File: src/rtl/pipeline_hazard_ctrl.sv
// Pipeline hazard controller: load-use stalls, branch flushes and memory-wait freezes with a sticky timeout.
// Optional performance counters are built only when PIPE_PERF_CNT_EN is defined.
module pipeline_hazard_ctrl #(
   parameter int unsigned MEM_TIMEOUT = 255,
   parameter int unsigned CNT_W       = 32
) (
   input  logic             clk,
   input  logic             rst_n,
   input  logic [4:0]       id_rs1,
   input  logic [4:0]       id_rs2,
   input  logic             id_use_rs1,
   input  logic             id_use_rs2,
   input  logic [4:0]       ex_rd,
   input  logic             ex_mem_read,
   input  logic             ex_branch_taken,
   input  logic             mem_busy,
   output logic             pc_en,
   output logic             if_id_en,
   output logic             id_ex_en,
   output logic             ex_mem_en,
   output logic             mem_wb_en,
   output logic             if_id_flush,
   output logic             id_ex_flush,
   output logic             mem_timeout,
   output logic [CNT_W-1:0] stall_cycles,
   output logic [CNT_W-1:0] flush_count
);

   localparam int unsigned       WAIT_W     = $clog2(MEM_TIMEOUT + 1);
   localparam logic [WAIT_W-1:0] WAIT_LIMIT = WAIT_W'(MEM_TIMEOUT);

   typedef enum logic [1:0] {
      INIT,
      RUN,
      MEM_WAIT,
      ERROR
   } state_t;

   state_t            state;
   logic              init_cnt;
   logic [WAIT_W-1:0] wait_cnt;
   logic              hazard;

   assign hazard = ex_mem_read && (ex_rd != 5'd0) &&
                   ((id_use_rs1 && (id_rs1 == ex_rd)) || (id_use_rs2 && (id_rs2 == ex_rd)));

   // NOTE: every output gets a default before the case so no path leaves one unassigned (no latches).
   always_comb begin
      pc_en       = 1'b1;
      if_id_en    = 1'b1;
      id_ex_en    = 1'b1;
      ex_mem_en   = 1'b1;
      mem_wb_en   = 1'b1;
      if_id_flush = 1'b0;
      id_ex_flush = 1'b0;
      case (state)
         INIT: begin
            pc_en       = 1'b0;
            if_id_flush = 1'b1;
            id_ex_flush = 1'b1;
         end
         RUN, MEM_WAIT: begin
            if (mem_busy) begin
               pc_en     = 1'b0;
               if_id_en  = 1'b0;
               id_ex_en  = 1'b0;
               ex_mem_en = 1'b0;
               mem_wb_en = 1'b0;
            end else if (ex_branch_taken) begin
               // The flushed ID instruction makes any load-use stall moot.
               if_id_flush = 1'b1;
               id_ex_flush = 1'b1;
            end else if (hazard) begin
               pc_en       = 1'b0;
               if_id_en    = 1'b0;
               id_ex_flush = 1'b1;
            end
         end
         default: begin
            pc_en     = 1'b0;
            if_id_en  = 1'b0;
            id_ex_en  = 1'b0;
            ex_mem_en = 1'b0;
            mem_wb_en = 1'b0;
         end
      endcase
   end

   // NOTE: state registers use non-blocking assignments so all flops update together at the edge.
   always_ff @(posedge clk or negedge rst_n) begin
      if (!rst_n) begin
         state       <= INIT;
         init_cnt    <= 1'b0;
         wait_cnt    <= '0;
         mem_timeout <= 1'b0;
      end else begin
         case (state)
            INIT: begin
               if (init_cnt) state <= RUN;
               init_cnt <= 1'b1;
            end
            RUN: begin
               if (mem_busy) begin
                  state    <= MEM_WAIT;
                  wait_cnt <= WAIT_W'(1);
               end
            end
            MEM_WAIT: begin
               if (!mem_busy) begin
                  state    <= RUN;
                  wait_cnt <= '0;
               end else if (wait_cnt == WAIT_LIMIT) begin
                  state       <= ERROR;
                  mem_timeout <= 1'b1;
               end else begin
                  wait_cnt <= wait_cnt + WAIT_W'(1);
               end
            end
            default: mem_timeout <= 1'b1;
         endcase
      end
   end

`ifdef PIPE_PERF_CNT_EN
   logic active;
   logic stall_evt;
   logic flush_evt;

   assign active    = (state == RUN) || (state == MEM_WAIT);
   assign stall_evt = active && !pc_en;
   assign flush_evt = active && !mem_busy && ex_branch_taken;

   // Both counters saturate at all-ones instead of wrapping.
   always_ff @(posedge clk or negedge rst_n) begin
      if (!rst_n) begin
         stall_cycles <= '0;
         flush_count  <= '0;
      end else begin
         if (stall_evt && (stall_cycles != '1)) stall_cycles <= stall_cycles + 1'b1;
         if (flush_evt && (flush_count != '1))  flush_count  <= flush_count + 1'b1;
      end
   end
`else
   assign stall_cycles = '0;
   assign flush_count  = '0;
`endif

endmodule

File: config.mk
export PLATFORM = sky130hd
export DESIGN_NAME = pipeline_hazard_ctrl
export DESIGN_NICKNAME = d
export VERILOG_FILES = /design/src/rtl/pipeline_hazard_ctrl.sv
export SDC_FILE = /design/constraint.sdc
export NUM_CORES = 1
export LEC_CHECK = 0
export BUFFER_PORTS_ARGS = -buffer_cell sky130_fd_sc_hd__buf_4
export CAP_MARGIN = 20
export CORE_MARGIN = 2
export CORE_UTILIZATION = 42
export DETAILED_ROUTE_END_ITERATION = 10
export PLACE_DENSITY = 0.92
export SYNTH_ARGS = -nofsm -noshare
export SYNTH_HDL_FRONTEND = slang
export SYNTH_SLANG_ARGS = --single-unit
File: constraint.sdc
create_clock -name clk -period 2.3 [get_ports clk]
set_input_delay 0.345 -clock clk [delete_from_list [all_inputs] [get_ports clk]]
set_output_delay 0.345 -clock clk [all_outputs]
set_load 0.005 [all_outputs]
==> results.txt, run 1 <==
- Clock tree synthesis found a total of 12 sinks.
* Setup TNS Final: 0 ps
* Area of the mapped netlist: between 1000 and 1500 sq um
- In this run, CTS created clock tree buffers numbering 3.
- Between clock sinks in the finished design, the worst skew comes to 4.74 ps.
- Setup repair after global routing left no endpoint under its margin.
- Filler Cells Inserted: ~320
- The tightest hold path in the finished design has a slack of 379 ps.
* Hpwl dp: between 2000 and 2500 microns
* Required time worst endpoint: approximately 2000 ps
* Total global routing overflow: 0
* Area delta synth->final: 6.51%
- Overall die height: 61.8 microns
- Fin area: 1500 sq um
- Synthesis handed over a netlist of 165 instances.
- Number of global-route vias before repair: 898
- X dimension of the die: between 60 and 70 microns
* Setup Slack @ Placement: between 200 and 300 ps
- After synthesis the netlist holds a flip-flop and latch count of 12.
- Dividing the final minimum period by the clock period gives 94.2%.
- Global router's overall resource usage: 13.0%
- Clk buf depth: 2
- The first routing iteration left 37 violations.
- The cell sitting at the root of the clock tree is a sky130_fd_sc_hd__clkbuf_4.
- Post-detailed-route wirelength per cell: 10.1 microns
- STA puts the critical path data arrival time at around 1800 ps.
- Of the post-synthesis cell area, the dominant cell type holds 35.3%.
- Averaged over all synthesized cells, the footprint is 8.51 sq um.
- Placed cell area: 1420 sq um
- Buffers placed on the I/O ports in this run total 29.
* Clk pin slew, worst setup/hold paths: 70 ps
* Kind of capture point of the worst setup path: primary output
- Core area: ~3100 sq um
- Max FO, Critical Path: 4
- Across all setup checks in the final design, the least slack found is 132 ps.
- After the last flow step, the layout net total stands at 230.
- The Yosys step of the flow raised 0 warnings.
* Number of antenna violations at the first check in global routing: 0
* Post-detailed-route via-to-cell ratio: around 4.3
- TritonCTS clock tree: built
- Power spread over the standard cell area amounts to 761 nW/um^2.
* Cell types occupying the most area after synthesis: sky130_fd_sc_hd__buf_4, sky130_fd_sc_hd__dfrtp_1, sky130_fd_sc_hd__xnor2_1
- Number of top-level pins: 94
* Count of H-tree levels built during CTS: 1
* Detailed-route DRC error count: 0
- The library cell used most frequently in the layout, excluding fill and tap cells, is sky130_fd_sc_hd__conb_1.
- The die covers 3820 sq um.
- Static power due to leakage: around 0.76 nW
* WS Path Type: reg -> out
* Result of the run: finished, final reports clean
* Register area share after synthesis: 21.4%
* Antenna cells: 0
- Highest clock frequency the design can meet: 461 MHz
* Initial core utilization: 44.9%
- Type of the most critical hold path: in -> reg
* Placer Congestion: 0.813
* Top library cells by usage in the layout, fill and taps aside: sky130_fd_sc_hd__conb_1, sky130_fd_sc_hd__buf_4, sky130_fd_sc_hd__dfrtp_1
- The netlist uses 34 different library cells.
- Across the run, the number of max-cap violations was 0.
* Total via count in the routed design: ~1000
- Sort of element at the start of the critical path: flop
- Number of iterations in the first detailed-routing pass: 4
- Layout cells sized above 1: 22.5%
- Post-layout power: approximately 1.1 mW
- Final core area utilization: 47.8%
- First-pass GRT wire length: 3720 microns
- For the worst-skew pair, the clock arrives at the later sink with an insertion delay of about 270 ps.
- For the pin with the worst max-slew slack, the measured transition is 684 ps.
* Worst vdd rail ir drop: ~0.00050 V
- The synthesized design spends more area on one cell type than any other, namely sky130_fd_sc_hd__buf_4.
- In this run the tightest slew margin relative to its limit is between 50% and 60%.
- Final Setup Violations: 0
* Row count: 20
- Maximum number of pins on one net before global-route repair: 13
- The number of hold violations in the final report came to 0.
- Routed Antenna Nets: 0
- The final layout contains routed wiring with a total length of 2460 microns.
- Max-slew violation total from the final report: 0
- Number of standard cells in the final layout excluding fillers: 244
* Clock period minus final worst setup slack: 2170 ps
- Once placement completed, the tool counted placed cells totaling 235.
-- cell type report --
type | instances | area (sq um) | share of cell area, %
clock buffers | 3 | 22.5 | 1.51
flip-flops and latches | 12 | 300 | 20.1
well taps | 44 | 55.1 | 3.68
repair buffers | 35 | 265 | 17.7
inverters | 4 | 15.0 | 1.00
multi-input cells | 146 | 837 | 56.0
-- synth_stat cells --
cell type	n
sky130_fd_sc_hd__xor2_1	1
sky130_fd_sc_hd__or2_2	1
sky130_fd_sc_hd__nand3_1	3
sky130_fd_sc_hd__conb_1	1
sky130_fd_sc_hd__and3_1	1
sky130_fd_sc_hd__mux2_2	1
sky130_fd_sc_hd__or4_1	5
sky130_fd_sc_hd__o22ai_1	1
sky130_fd_sc_hd__o21ai_0	5
sky130_fd_sc_hd__o211ai_1	3
sky130_fd_sc_hd__and3b_1	1
sky130_fd_sc_hd__nand3b_1	1
sky130_fd_sc_hd__nor3b_1	1
sky130_fd_sc_hd__nor3_1	2
sky130_fd_sc_hd__mux2_4	1
sky130_fd_sc_hd__a21oi_1	5
sky130_fd_sc_hd__or2_4	1
sky130_fd_sc_hd__a21boi_0	1
sky130_fd_sc_hd__dfrtp_1	12
sky130_fd_sc_hd__nand4_1	4
sky130_fd_sc_hd__nand2_1	9
sky130_fd_sc_hd__ha_1	6
sky130_fd_sc_hd__buf_4	66
sky130_fd_sc_hd__a21o_1	2
sky130_fd_sc_hd__a32o_1	1
sky130_fd_sc_hd__o31ai_1	4
sky130_fd_sc_hd__xnor2_1	10
sky130_fd_sc_hd__a21o_2	1
sky130_fd_sc_hd__nand4_4	1
sky130_fd_sc_hd__inv_1	4
sky130_fd_sc_hd__nor2_1	7
sky130_fd_sc_hd__a2bb2oi_1	1
sky130_fd_sc_hd__mux2i_1	1
sky130_fd_sc_hd__o221ai_1	1
-- report_power, final --
group / internal [mW] / leakage [nW] / total (mW) / switching, mW
Clock: 0.0606 / 0.0138 / 0.127 / 0.0666
Sequential: 0.246 / 0.148 / 0.284 / 0.0382
Combinational: 0.378 / 0.593 / 0.726 / 0.348
Total: 0.684 / 0.756 / 1.14 / 0.453
-- path summary, 6_finish.rpt --
path	from	to	slack [ps]	cells after the start
min in group asynchronous	rst_n	wait_cnt[2]	440	2
max in group asynchronous	rst_n	mem_timeout	1700	2
hold reg to reg	mem_timeout	mem_timeout	460	1
setup / recovery	state[1]	if_id_en	130	6
setup reg to reg	state[0]	state[1]	380	6
hold / removal	mem_busy	wait_cnt[2]	380	3
-- logic make-up (layout without fill, tap and decap cells) --
| family | count (synthesis) | in the layout | synth area share, % |
|---|---|---|---|
| adders and majority gates | 6 | 6 | 5.35 |
| AOI/OAI and AO/OA | 25 | 25 | 11.9 |
| buffers and inverters | 70 | 42 | 36.4 |
| muxes | 3 | 3 | 2.58 |
| DFF | 12 | 12 | 21.4 |
| other | 1 | 64 | 0.267 |
| xor gates and xnor gates | 11 | 11 | 6.86 |
| and+or+nand+nor | 37 | 37 | 15.2 |
-- worst max-delay path, cell delays in order (launching register included) --
cell and delay [ps]:
sky130_fd_sc_hd__dfrtp_1 390, sky130_fd_sc_hd__inv_1 90, sky130_fd_sc_hd__ha_1 350, sky130_fd_sc_hd__nand2_1 130, sky130_fd_sc_hd__a21oi_2 230, sky130_fd_sc_hd__a21boi_0 220
sky130_fd_sc_hd__buf_4 140
-- per-layer routing --
metal  up-vias  wire, microns  track usage (%)  share of wire, %
met5         -              0                0                 0
met4         0              8             2.74              0.32
met3         2            232             3.52               9.4
met2        65           1320             24.7                53
met1       470            905             14.3                37
li1        508              -                -                 -
-- sequential cells by signal, indices dropped and copies added, names as in the netlist --
register,flops
mem_timeout,1
wait_cnt,8
init_cnt,1
state,2
-- timing repair --
item,CTS,global route
setup endpoints to repair,0,1
buffers inserted,0,5
hold buffers,1,0
hold endpoints to repair,12,0
gates resized for setup,0,2
(Power assumes the default switching activity.)
==> inputs of run 2 (changes only) <==
Settings changed: BUFFER_PORTS_ARGS -buffer_cell sky130_fd_sc_hd__buf_4 to default, CORE_UTILIZATION 42 to 63, DONT_BUFFER_PORTS from default to 1, GPL_TIMING_DRIVEN from default to 0, PLACE_DENSITY 0.92 to 0.9.
==> run 2 against run 1 <==
Net effect:
- clock power increased by 32%
- wire length grew 10%
- sequential share of layout area is 2.7 points lower
- total power fell by 5.2%
- die area is 31% lower
- final cell count up 7.0%
- combinational power decreased by 14%
- critical path depth is 1 lower
- via count up 13%
- non-clock buffer count rose by 32
- final area is 16% higher
- critical endpoint unchanged
- largest cell class unchanged
==> results.txt, run 2 (synthesis gave the netlist of run 1 again) <==
* CTS buffer count: 3
- Number of top-level pins: 94
- Max FO, Critical Path: 4
- Row count: 17
- Detailed route wirelength on metal2: roughly 1600 microns
- For the pin with the worst max-slew slack, the measured transition is 669 ps.
- Total power for the finished layout comes to 1.08 mW.
- More flip-flops sit in one register than any other, and that register is wait_cnt.
- The total overflow left after global routing is 0.
* CP max stage delay: 420 ps
- Summed over all cells, the static leakage comes to 0.957 nW.
* Internal power of the cells: about 0.65 mW
- Net Sw Frac: 40.0%
* Core area: 2150 sq um
- Ordered list of cells on the worst path: inv_1 > ha_1 > nand2_1 > a21oi_2 > a21boi_0
- In this run the power density over the cells is 623 nW/um^2.
* Skew final: 7.83 ps
- Number of global-route vias before repair: 1054
* Final Hold Fails: 0
- Max-slew violation total from the final report: 0
- Setup violations remaining at the end of the flow were counted as 0.
- In this run the deepest clock path goes through 2 buffers.
- The clock network burns 15.6% of the power.
- Before CTS, the worst setup slack after placement is 349 ps.
- CTS built an H-tree with a depth of 1.
* Clk pin slew, worst setup/hold paths: 80 ps
- Total via count in the routed design: around 1200
- Across all register-to-register paths, the minimum setup slack is 320 ps.
- Met1 WL: 917 microns
* Antenna cells: 0
- The run finished with clean final reports.
- Relative contribution of sequential cells to total power: 26.8%
* First-pass GRT wire length: 4420 microns
* Type of the most critical hold path: in -> reg
- Number of antenna violations at the first check in global routing: 0
* DR top layer: met4
- Post-layout net count: 262
* TritonCTS clock tree: built
- For this run, the detailed router's first-pass iteration total came to 4.
- Hold Crit Start: mem_busy
- Cell at the slowest stage of the critical path: sky130_fd_sc_hd__dfrtp_1
- Worst setup startpoint: state[0]
* Worst vdd rail ir drop: between 0.0005 and 0.0006 V
- Routability-driven placement finished with a final weighted congestion of roughly 0.84.
* Final core area utilization: about four fifths
- Start of the worst register-to-register path: state[0]
- Overall die height: 51.2 microns
- Headroom to the max-slew limit: 55.1%
- Once the floorplan was initialized, standard cells occupied 65.3% of the core.
- Part of the total power dissipated in combinational logic: roughly 58%
* Max reg flops: 8
- X dimension of the die: roughly 50 microns
- In the final layout, the registers with the most flip-flops are wait_cnt x8, state x2.
- Entering global routing, the biggest net connects 13 pins.
* Detailed Route WL: 2720 microns
- For this block, the initial DRC count from the detailed router was 19.
* Required time worst endpoint: 1960 ps
- The library cells used most frequently in the layout, excluding fill and tap cells, are sky130_fd_sc_hd__buf_4, sky130_fd_sc_hd__conb_1, sky130_fd_sc_hd__dfrtp_1.
- Dividing the detail-routed wire length by the instance count gives about 10 microns.
* Sort of element at the start of the critical path: flop
- The library cell used most frequently in the layout, excluding fill and tap cells, is sky130_fd_sc_hd__buf_4.
* Hpwl dp: 2310 microns
- Across every metal layer, demand over resource in global routing totals 21.9%.
- Number of sinks handled by clock tree synthesis: 12
* Routed wire length on met3: 238 microns
* Kind of capture point of the worst setup path: primary output
* Number of input and output port buffers inserted: 0
* Area delta synth->final: 23.2%
- The cell sitting at the root of the clock tree is a sky130_fd_sc_hd__clkbuf_4.
* Filler Cells Inserted: 147
- Timing would allow up to 470 MHz.
* Routed Antenna Nets: 0
- After detailed routing, the number of remaining DRC violations is 0.
- Slack of the critical path: 171 ps
- Across the run, the number of max-cap violations was 0.
- After detailed routing, the number of vias per cell comes to 4.51.
- The number of setup buffers added after CTS is 0.
- The die covers 2620 sq um.
* Layout cells sized above 1: around 33%
- Source-to-sink clock delay at the later pin of the worst-skew pair: roughly 280 ps
* Signal arrival time at the worst endpoint: around 1800 ps
- In the finished design, the share of the clock period the worst path needs comes to 92.6%.
- Clock period minus final worst setup slack: 2130 ps
- WS Path Type: reg -> out
- Net switching component of the power: between 0.4 and 0.5 mW
[run 2: changes by cell type in the layout (fill, tap and decap cells not counted)]
| cell | previous run | this run |
|---|---|---|
| sky130_fd_sc_hd__buf_4 | 34 | 66 |
| sky130_fd_sc_hd__clkbuf_8 | 0 | 1 |
[run 2: per-stage QoR]
| step | cell area (sq um) | setup TNS [ps] | cells | hold WS, ps |
|---|---|---|---|---|
| 2_1_floorplan | 1640 | 0 | 228 | 49.4 |
| 3_3_place_gp | 1680 | 0 | 256 | 49.7 |
| 3_5_place_dp | 1680 | 0 | 256 | 49.7 |
| 4_1_cts | 1720 | 0 | 261 | 216 |
| 5_1_grt | 1730 | -14.5 | 261 | 223 |
| 6_report | 1730 | 0 | 261 | 224 |
[run 2: layout make-up]
cell class / count / area [sq um] / share of cell area, %
multi-input combinational: 146 / 837 / 48.4
buffer: 66 / 495 / 28.7
sequential: 12 / 300 / 17.4
clock buffer: 4 / 36.3 / 2.10
tap: 28 / 35.0 / 2.03
inverter: 4 / 15.0 / 0.868
timing repair buffer: 1 / 10.0 / 0.579
[run 2: power groups by stage]
stage          Sequential (mW)  Combinational, mW  Clock [mW]
2_1_floorplan            0.283              0.512           0
3_3_place_gp             0.288              0.567           0
3_5_place_dp             0.292              0.594           0
4_1_cts                  0.288              0.599       0.170
5_1_grt                  0.298              0.691       0.183
6_report                 0.288              0.621       0.168
[run 2: routing by layer]
metal / global-route usage, % / vias to the layer above
li1: - / 570
met1: 22.8 / 552
met5: 0 / -
met3: 7.60 / 2
met4: 2.70 / 0
met2: 42.6 / 54
[run 2: worst paths after layout]
| check | endpoint | cells past startpoint |
|---|---|---|
| worst max register to register | state[1] | 6 |
| worst min-delay path | wait_cnt[2] | 2 |
| min in group asynchronous | wait_cnt[3] | 1 |
| worst max-delay path | if_id_en | 5 |
| worst min register to register | init_cnt | 1 |
| max in group asynchronous | state[1] | 1 |
[run 2: what timing repair did]
item / CTS / global route
gates resized for setup: 0 / 2
endpoints found under the setup margin: 0 / 1
hold endpoints to repair: 12 / 0
hold buffers: 1 / 0
[run 2: worst max-delay path: cells and delay by family (launching register included)]
kind                     cells  cell delay [ps]
adder cells (fa/ha/maj)      1              350
flip-flops                   1              420
AO/OA/AOI/OAI                2              520
AND/OR/NAND/NOR              1              120
buffers and inverters        1               90
